`src/rtl/ecc_pkg.sv`:
```
// Shared definitions for the scalar-multiplication control path: curve width,
// scan FSM encoding and window-count helpers.
package ecc_pkg;

    localparam int KW_DEFAULT = 256;

    typedef enum logic [1:0] {
        IDLE = 2'd0,
        SCAN = 2'd1,
        EMIT = 2'd2,
        DONE = 2'd3
    } scan_state_e;

    function automatic int num_windows(input int kw, input int win);
        return (kw + win - 1) / win;
    endfunction

    // Index width never collapses to zero, even for a single window.
    function automatic int idx_width(input int nw);
        return (nw > 1) ? $clog2(nw) : 1;
    endfunction

endpackage

```
`src/rtl/scalar_shreg.sv`:
```
// Load/shift register for the padded scalar; exposes its top WIN-bit window.
module scalar_shreg #(
    parameter int SW  = 256,
    parameter int WIN = 1
) (
    input  logic           clk,
    input  logic           rst_n,
    input  logic           load,
    input  logic           shift,
    input  logic [SW-1:0]  din,
    output logic [WIN-1:0] top_win
);

    logic [SW-1:0] sr;

    always_ff @(posedge clk) begin
        if (!rst_n)     sr <= '0;
        else if (load)  sr <= din;
        else if (shift) sr <= sr << WIN;
    end

    assign top_win = sr[SW-1 -: WIN];

endmodule

```
`src/rtl/scalar_window_scan.sv`:
```
// Streams a latched scalar MSB-first as WIN-bit digits over valid/ready,
// optionally skipping leading zero windows and flagging the zero scalar.
module scalar_window_scan
    import ecc_pkg::*;
#(
    parameter  int KW      = KW_DEFAULT,
    parameter  int WIN     = 1,
    parameter  int SKIP_LZ = 1,
    localparam int NW      = num_windows(KW, WIN),
    localparam int IW      = idx_width(NW)
) (
    input  logic           clk,
    input  logic           rst_n,
    input  logic           start,
    input  logic [KW-1:0]  k,
    output logic           busy,
    output logic           dig_valid,
    input  logic           dig_ready,
    output logic [WIN-1:0] digit,
    output logic [IW-1:0]  idx,
    output logic           dig_first,
    output logic           dig_last,
    output logic           done,
    output logic           zero_k
);

    localparam int SW = NW * WIN;

    scan_state_e    state, state_nxt;
    logic [IW-1:0]  idx_r;
    logic           seen, zero_r;
    logic           load, shift, set_zero;
    logic [WIN-1:0] top_win;
    logic           top_zero, idx_zero, hs;

    scalar_shreg #(.SW(SW), .WIN(WIN)) u_shreg (
        .clk     (clk),
        .rst_n   (rst_n),
        .load    (load),
        .shift   (shift),
        .din     (SW'(k)),
        .top_win (top_win)
    );

    assign top_zero = (top_win == '0);
    assign idx_zero = (idx_r == '0);
    assign hs       = (state == EMIT) && dig_ready;

    always_comb begin
        state_nxt = state;
        load      = 1'b0;
        shift     = 1'b0;
        set_zero  = 1'b0;
        case (state)
            IDLE: if (start) begin
                load      = 1'b1;
                state_nxt = SCAN;
            end
            SCAN: begin
                if (SKIP_LZ != 0 && top_zero) begin
                    // Reaching window 0 still zero means the whole scalar was zero.
                    if (!idx_zero) begin
                        shift = 1'b1;
                    end else begin
                        set_zero  = 1'b1;
                        state_nxt = DONE;
                    end
                end else begin
                    state_nxt = EMIT;
                end
            end
            EMIT: if (dig_ready) begin
                if (idx_zero) state_nxt = DONE;
                else          shift     = 1'b1;
            end
            DONE:    state_nxt = IDLE;
            default: state_nxt = IDLE;
        endcase
    end

    always_ff @(posedge clk) begin
        if (!rst_n) begin
            state  <= IDLE;
            idx_r  <= '0;
            seen   <= 1'b0;
            zero_r <= 1'b0;
        end else begin
            state <= state_nxt;
            if (load) begin
                idx_r  <= IW'(NW - 1);
                seen   <= 1'b0;
                zero_r <= 1'b0;
            end else if (shift) begin
                idx_r <= idx_r - 1'b1;
            end
            if (hs)       seen   <= 1'b1;
            if (set_zero) zero_r <= 1'b1;
        end
    end

    assign busy      = (state != IDLE);
    assign dig_valid = (state == EMIT);
    assign digit     = dig_valid ? top_win : '0;
    assign idx       = idx_r;
    assign dig_first = dig_valid && !seen;
    assign dig_last  = dig_valid && idx_zero;
    assign done      = (state == DONE);
    assign zero_k    = zero_r;

endmodule

```
`config.mk`:
```
export PLATFORM = sky130hd
export DESIGN_NAME = scalar_window_scan
export DESIGN_NICKNAME = d
export VERILOG_FILES = /design/src/rtl/ecc_pkg.sv /design/src/rtl/scalar_shreg.sv /design/src/rtl/scalar_window_scan.sv
export SDC_FILE = /design/constraint.sdc
export NUM_CORES = 1
export LEC_CHECK = 0
export ABC_AREA = 1
export BUFFER_PORTS_ARGS = -buffer_cell sky130_fd_sc_hd__buf_2
export CORE_MARGIN = 2
export CORE_UTILIZATION = 35
export CTS_CLUSTER_SIZE = 24
export DETAILED_ROUTE_END_ITERATION = 10
export PLACE_DENSITY_LB_ADDON = 0.2
export SETUP_SLACK_MARGIN = 0.1
export SKIP_LAST_GASP = 1
export SYNTH_ARGS = -nofsm -noshare
export SYNTH_HDL_FRONTEND = slang
export SYNTH_SLANG_ARGS = --single-unit
```
`constraint.sdc`:
```
create_clock -name clk -period 1.7 [get_ports clk]
set_clock_uncertainty 0.05 [all_clocks]
set_input_delay 0.17 -clock clk [delete_from_list [all_inputs] [get_ports clk]]
set_output_delay 0.17 -clock clk [all_outputs]
set_load 0.05 [all_outputs]
```
; ---- Word-level counts from Yosys, hierarchy flattened
; Cells that the tools add are included.
[totals]
regBits = 268
out_inout_bits = 15
[op_classes]
add_sub_neg = 1
n_eq_ne = 5
muxes = 22
n_reduce_logical = 11
[op_table]
columns = op, n
row1 = $mux W256, 2
row2 = $mux W8, 2
row3 = $mux W1, 12
row4 = $logic_not A8 Y1, 1
row5 = $mux W2, 4
row6 = $pmux W2 S4, 1
row7 = $reduce_bool A2 Y1, 4
row8 = $sub A8 B1 Y8 const B, 1
row9 = $eq A2 B2 Y1 const B, 2
row10 = $logic_and A1 B1 Y1, 3
row11 = $eq A2 B1 Y1 const B, 1
row12 = $logic_not A2 Y1, 1
row13 = $ne A2 B1 Y1 const B, 1
row14 = $ne A2 B2 Y1 const B, 1
row15 = $pmux W1 S2, 1
row16 = $reduce_and A2 Y1, 1
row17 = $logic_not A1 Y1, 1

; ---- Longest topological paths before layout
[depth]
word_depth = 6
depth_mapped = 11
mapped_depth_nobuf = 10

; ---- Hierarchy
; Synthesis repeated with hierarchy kept, for this count alone.
[hier_totals]
cells_unflattened = 2066
area_unflattened_um2 = 13210.2
[modules_own_cells]
columns = module, instances, cells_each, area_each_um2
row1 = scalar_shreg, 1, 1935, 12324.3
row2 = scalar_window_scan, 1, 131, 885.8

; ---- Least setup slack after synthesis
; OpenSTA, ideal clock, no wires.
[synth_timing]
path_kind = register -> register
from = register state[0]
to = register u_shreg.sr[224]
setup_time_ns = 0.070
arrival_ns = 1.998
required_time_ns = 1.580
slack_ns = -0.418
path_stages_with_launch = 10
path_buffers = 1
synth_period_minus_slack_ns = 2.118
cell_sequence = dfxtp_1 > inv_1 > ha_1 > nand2_2 > a21boi_4 > nand2_8 > nand2_8 > clkbuf_1 > nand2_1 > a21oi_1
[synth_via]
elab_chain_len = 3
[synth_lines]
columns = item, line
row1 = start: declaration, scalar_window_scan.sv:29  ; scan_state_e state, state_nxt;
row2 = start signal: assignment, scalar_window_scan.sv:88  ; state <= state_nxt;
row3 = $eq A2 B2 Y1, --
row4 = via dig_valid, scalar_window_scan.sv:17  ; output logic dig_valid,
row5 = $pmux W1 S2, scalar_window_scan.sv:54  ; case (state)
row6 = $reduce_bool A2 Y1 (no source line), --
row7 = end signal: assignment, scalar_shreg.sv:18  ; else if (load) sr <= din;
row8 = end signal: assignment, scalar_shreg.sv:19  ; else if (shift) sr <= sr << WIN;
row9 = end: declaration, scalar_shreg.sv:14  ; logic [SW-1:0] sr;
; The timed path passes the listed nets, and every way through them passes these cells.
; A chain may end at the register's enable or synchronous reset.

; ---- Final worst setup path
[layout_timing]
from = register state[1]
to = register u_shreg.sr[114]
[layout_via]
elab_chain_len = 3
[layout_lines]
columns = item, line
row1 = "$eq A2 B2 Y1, or another cell as far along", scalar_window_scan.sv:54
row2 = $pmux W1 S2 / $mux W1 (equally long branches), scalar_window_scan.sv:54
row3 = $reduce_bool A2 Y1 (no source line) / $mux W256 (equally long branches), --
; Parallel ways exist; a longest one is shown, timed or not.

==> flow_summary.json <==
{
  "clkTransAtPathRegs_ns": 0.06,
  "route.detailed.drc": 0,
  "io_buffers": 274,
  "antenna_left": 0,
  "fmax_ghz": 0.492,
  "htreeDepth": 1,
  "r2r_start": "state[1]",
  "ioPinCount": 275,
  "cts_made_buffers": 31,
  "reg2reg_slack_ns": -0.33,
  "synth_top_family_by_area": "simple AND/OR/NAND/NOR gates",
  "critPathKind": "reg2reg",
  "synth_top_flop_cell": "dfxtp_1",
  "met2_usage_pct": 45.0,
  "p_sw_mw": 8.26,
  "clk_latency_ns": 0.57,
  "dp_hpwl_um": 24600,
  "synth-seq-cells": 268,
  "setup_ws_ns": -0.331,
  "timing_hold_violations_final": 0,
  "cap_violations": 0,
  "rsz0062_at_grt": "yes",
  "clkPwrFrac_pct": 27.9,
  "seq_power_share_pct": 30.2,
  "maxSlewHeadroom_pct": 68.8,
  "p_leak_nw": 11.5,
  "finalSetupTns_ns": -54.16,
  "grt_pass1_vias": 15900,
  "syn_avg_cell_area_um2": 6.38,
  "async_flop_share_pct": 0,
  "synth_compound_area_share_pct": 10.4,
  "finalCoreUtilization_pct": 66.6,
  "outcome": "finished with violations",
  "holdPathStages": 4,
  "die_w_um": 199,
  "p_per_area_mw_per_mm2": 947,
  "grt_start_max_net_pins": 74,
  "synth_area_mm2": 0.0133,
  "num-fill-cells": 2884,
  "tightest_slew_ns": 0.468,
  "overflow": 0,
  "start_util_pct": 35.4,
  "dp_slack_ns": -0.129,
  "pwr-share-comb_pct": 41.9,
  "ys.warnings.count": 0,
  "slew_viol_final": 0,
  "syn_to_final_growth_pct": 88.3,
  "cts_root_buffer": "clkbuf_16",
  "setup_viol": 267,
  "place.gp.congestion": 0.783,
  "grt.met1_usage_pct": 29.7,
  "min_to": "state[1]",
  "layout-drive-gt1-share_pct": 42.6,
  "cp-end-kind": "flop",
  "wl_per_cell_um": 16.5,
  "ys_types": 22,
  "peakVddDrop_v": 0.000853,
  "vias": 16300,
  "r2r-end": "u_shreg.sr[114]",
  "synthXorXnorAreaFrac_pct": 0,
  "period_minus_slack_ns": 2.03,
  "final_cell_mix": "nand2_1, buf_2, dlygate4sd3_1, dfxtp_1, a21oi_2",
  "reg2reg_depth": 12,
  "clock-sinks": 268,
  "antenna_found_initial": 0,
  "die_height_um": 199,
  "post_synth_fa_ha_maj_area_fraction_pct": 0.659,
  "core_area_mm2": 0.0376,
  "stdcell_area_mm2": 0.0250,
  "final_common_cell": "nand2_1",
  "drt_iter0_drc": 737,
  "grt_pass1_wl_um": 79400,
  "syn_inst": 2084,
  "violations": "negative setup slack",
  "grt.busiest_layer": "met2",
  "final.period_utilization_pct": 119,
  "synth_nets": 2351,
  "power_mw": 23.7,
  "cts_buffer_depth": 3,
  "dp.cells": 2788,
  "use_met3_pct": 3.49,
  "fin_cells": 3223,
  "nNetsFinal": 2958,
  "viasPerCell": 5.06,
  "cts_tree": "built",
  "yosys.area_share.simple_pct": 40.9,
  "num_antenna_cells": 0,
  "hold_start": "start",
  "first_pass_iters": 5,
  "synthMuxAreaShare_pct": 0,
  "crit_path_start_kind": "flop",
  "cp_max_fo": 12,
  "multi_input_area_mm2": 0.0101,
  "power.internal_mw": 15.5,
  "grt_usage_pct": 25.0,
  "routed_wl_um": 53300,
  "hold_slack_ns": 0.0183,
  "synth_edf_count": 0,
  "placed_area_mm2": 0.0158,
  "seq_area_mm2": 0.00539,
  "rows": 71,
  "hp-class": "in2reg",
  "cp.required_ns": 2.13,
  "arrival_ns": 2.46,
  "switching_share_pct": 34.8,
  "ys_seq_area_share_pct": 40.4,
  "die-area_mm2": 0.0396
}
## power groups by stage
stage / registers [mW] / clock network, mW / logic (mW)
after floorplan: 7.33 / 0 / 3.27
after global placement: 7.20 / 0 / 4.81
after detailed placement: 7.22 / 0 / 4.86
after CTS: 7.12 / 6.74 / 8.89
after global routing: 7.21 / 7.00 / 10.6
final: 7.16 / 6.61 / 9.95
## how the worst max path moves through the flow
stage / start / end / slack (ns) / cells after the start
after global routing: state[1] / u_shreg.sr[203] / -0.39 / 12
after global placement: state[0] / u_shreg.sr[74] / -0.1 / 8
after floorplan: state[0] / u_shreg.sr[100] / 0.05 / 10
after detailed placement: state[0] / u_shreg.sr[134] / -0.13 / 8
final: state[1] / u_shreg.sr[114] / -0.33 / 12
after CTS: idx[0] / dig_last / -0.24 / 8
## cell type report
| cell class | instances | share of cell area [%] |
|---|---|---|
| Multi-Input combinational cell | 1624 | 40.2 |
| Timing Repair Buffer | 746 | 31.3 |
| Sequential cell | 268 | 21.5 |
| Clock buffer | 47 | 3.70 |
| Tap cell | 511 | 2.55 |
| Inverter | 20 | 0.410 |
| Clock inverter | 7 | 0.270 |
## critical path: stages, from the launching register on
cell and delay (ns):
dfxtp_2 0.34, buf_6 0.11, ha_4 0.13, buf_6 0.09, nand2_4 0.05, a21boi_4 0.23, nand2_8 0.11, nand2_8 0.13
buf_12 0.16, buf_4 0.14, buf_16 0.14, nand2_1 0.08, a21oi_1 0.17
## logic make-up (layout without fill, tap and decap cells)
kind of cell	after synthesis	in the layout
adder cells (fa/ha/maj)	7	7
buffers and inverters	192	820
AO/OA/AOI/OAI	273	273
flip-flops	268	268
AND/OR/NAND/NOR	1344	1344
## state kept, by name (all words and copies together), names as in the netlist
signal      cells
zero_k          1
idx             8
u_shreg.sr    256
state           2
seen            1
## synth_stat cells (3+ instances only)
| cell | count | share of area (%) |
|---|---|---|
| nand2_2 | 3 | 0.14 |
| buf_1 | 5 | 0.14 |
| clkbuf_1 | 85 | 2.4 |
| ha_1 | 7 | 0.66 |
| inv_1 | 18 | 0.51 |
| buf_2 | 51 | 1.9 |
| nand3_1 | 273 | 10 |
| dfxtp_1 | 268 | 40 |
| a21oi_1 | 267 | 10 |
| nand2_1 | 1052 | 30 |
| nor2_1 | 9 | 0.25 |
| buf_6 | 31 | 2.6 |
| o21ai_0 | 3 | 0.11 |
## routing by layer
| metal | vias up | share of wire [%] |
|---|---|---|
| met5 | - | 0 |
| met4 | 0 | 3.8 |
| met3 | 153 | 5.0 |
| met2 | 502 | 51 |
| met1 | 7727 | 41 |
| li1 | 7933 | - |
## what timing repair did
item	CTS	global route
gates resized for setup	438	479
buffers inserted	61	12
endpoints found under the setup margin	268	270
hold buffers	258	0
hold endpoints to repair	260	0
pin swaps	146	193
gates cloned	63	3
(Power assumes the default switching activity.)
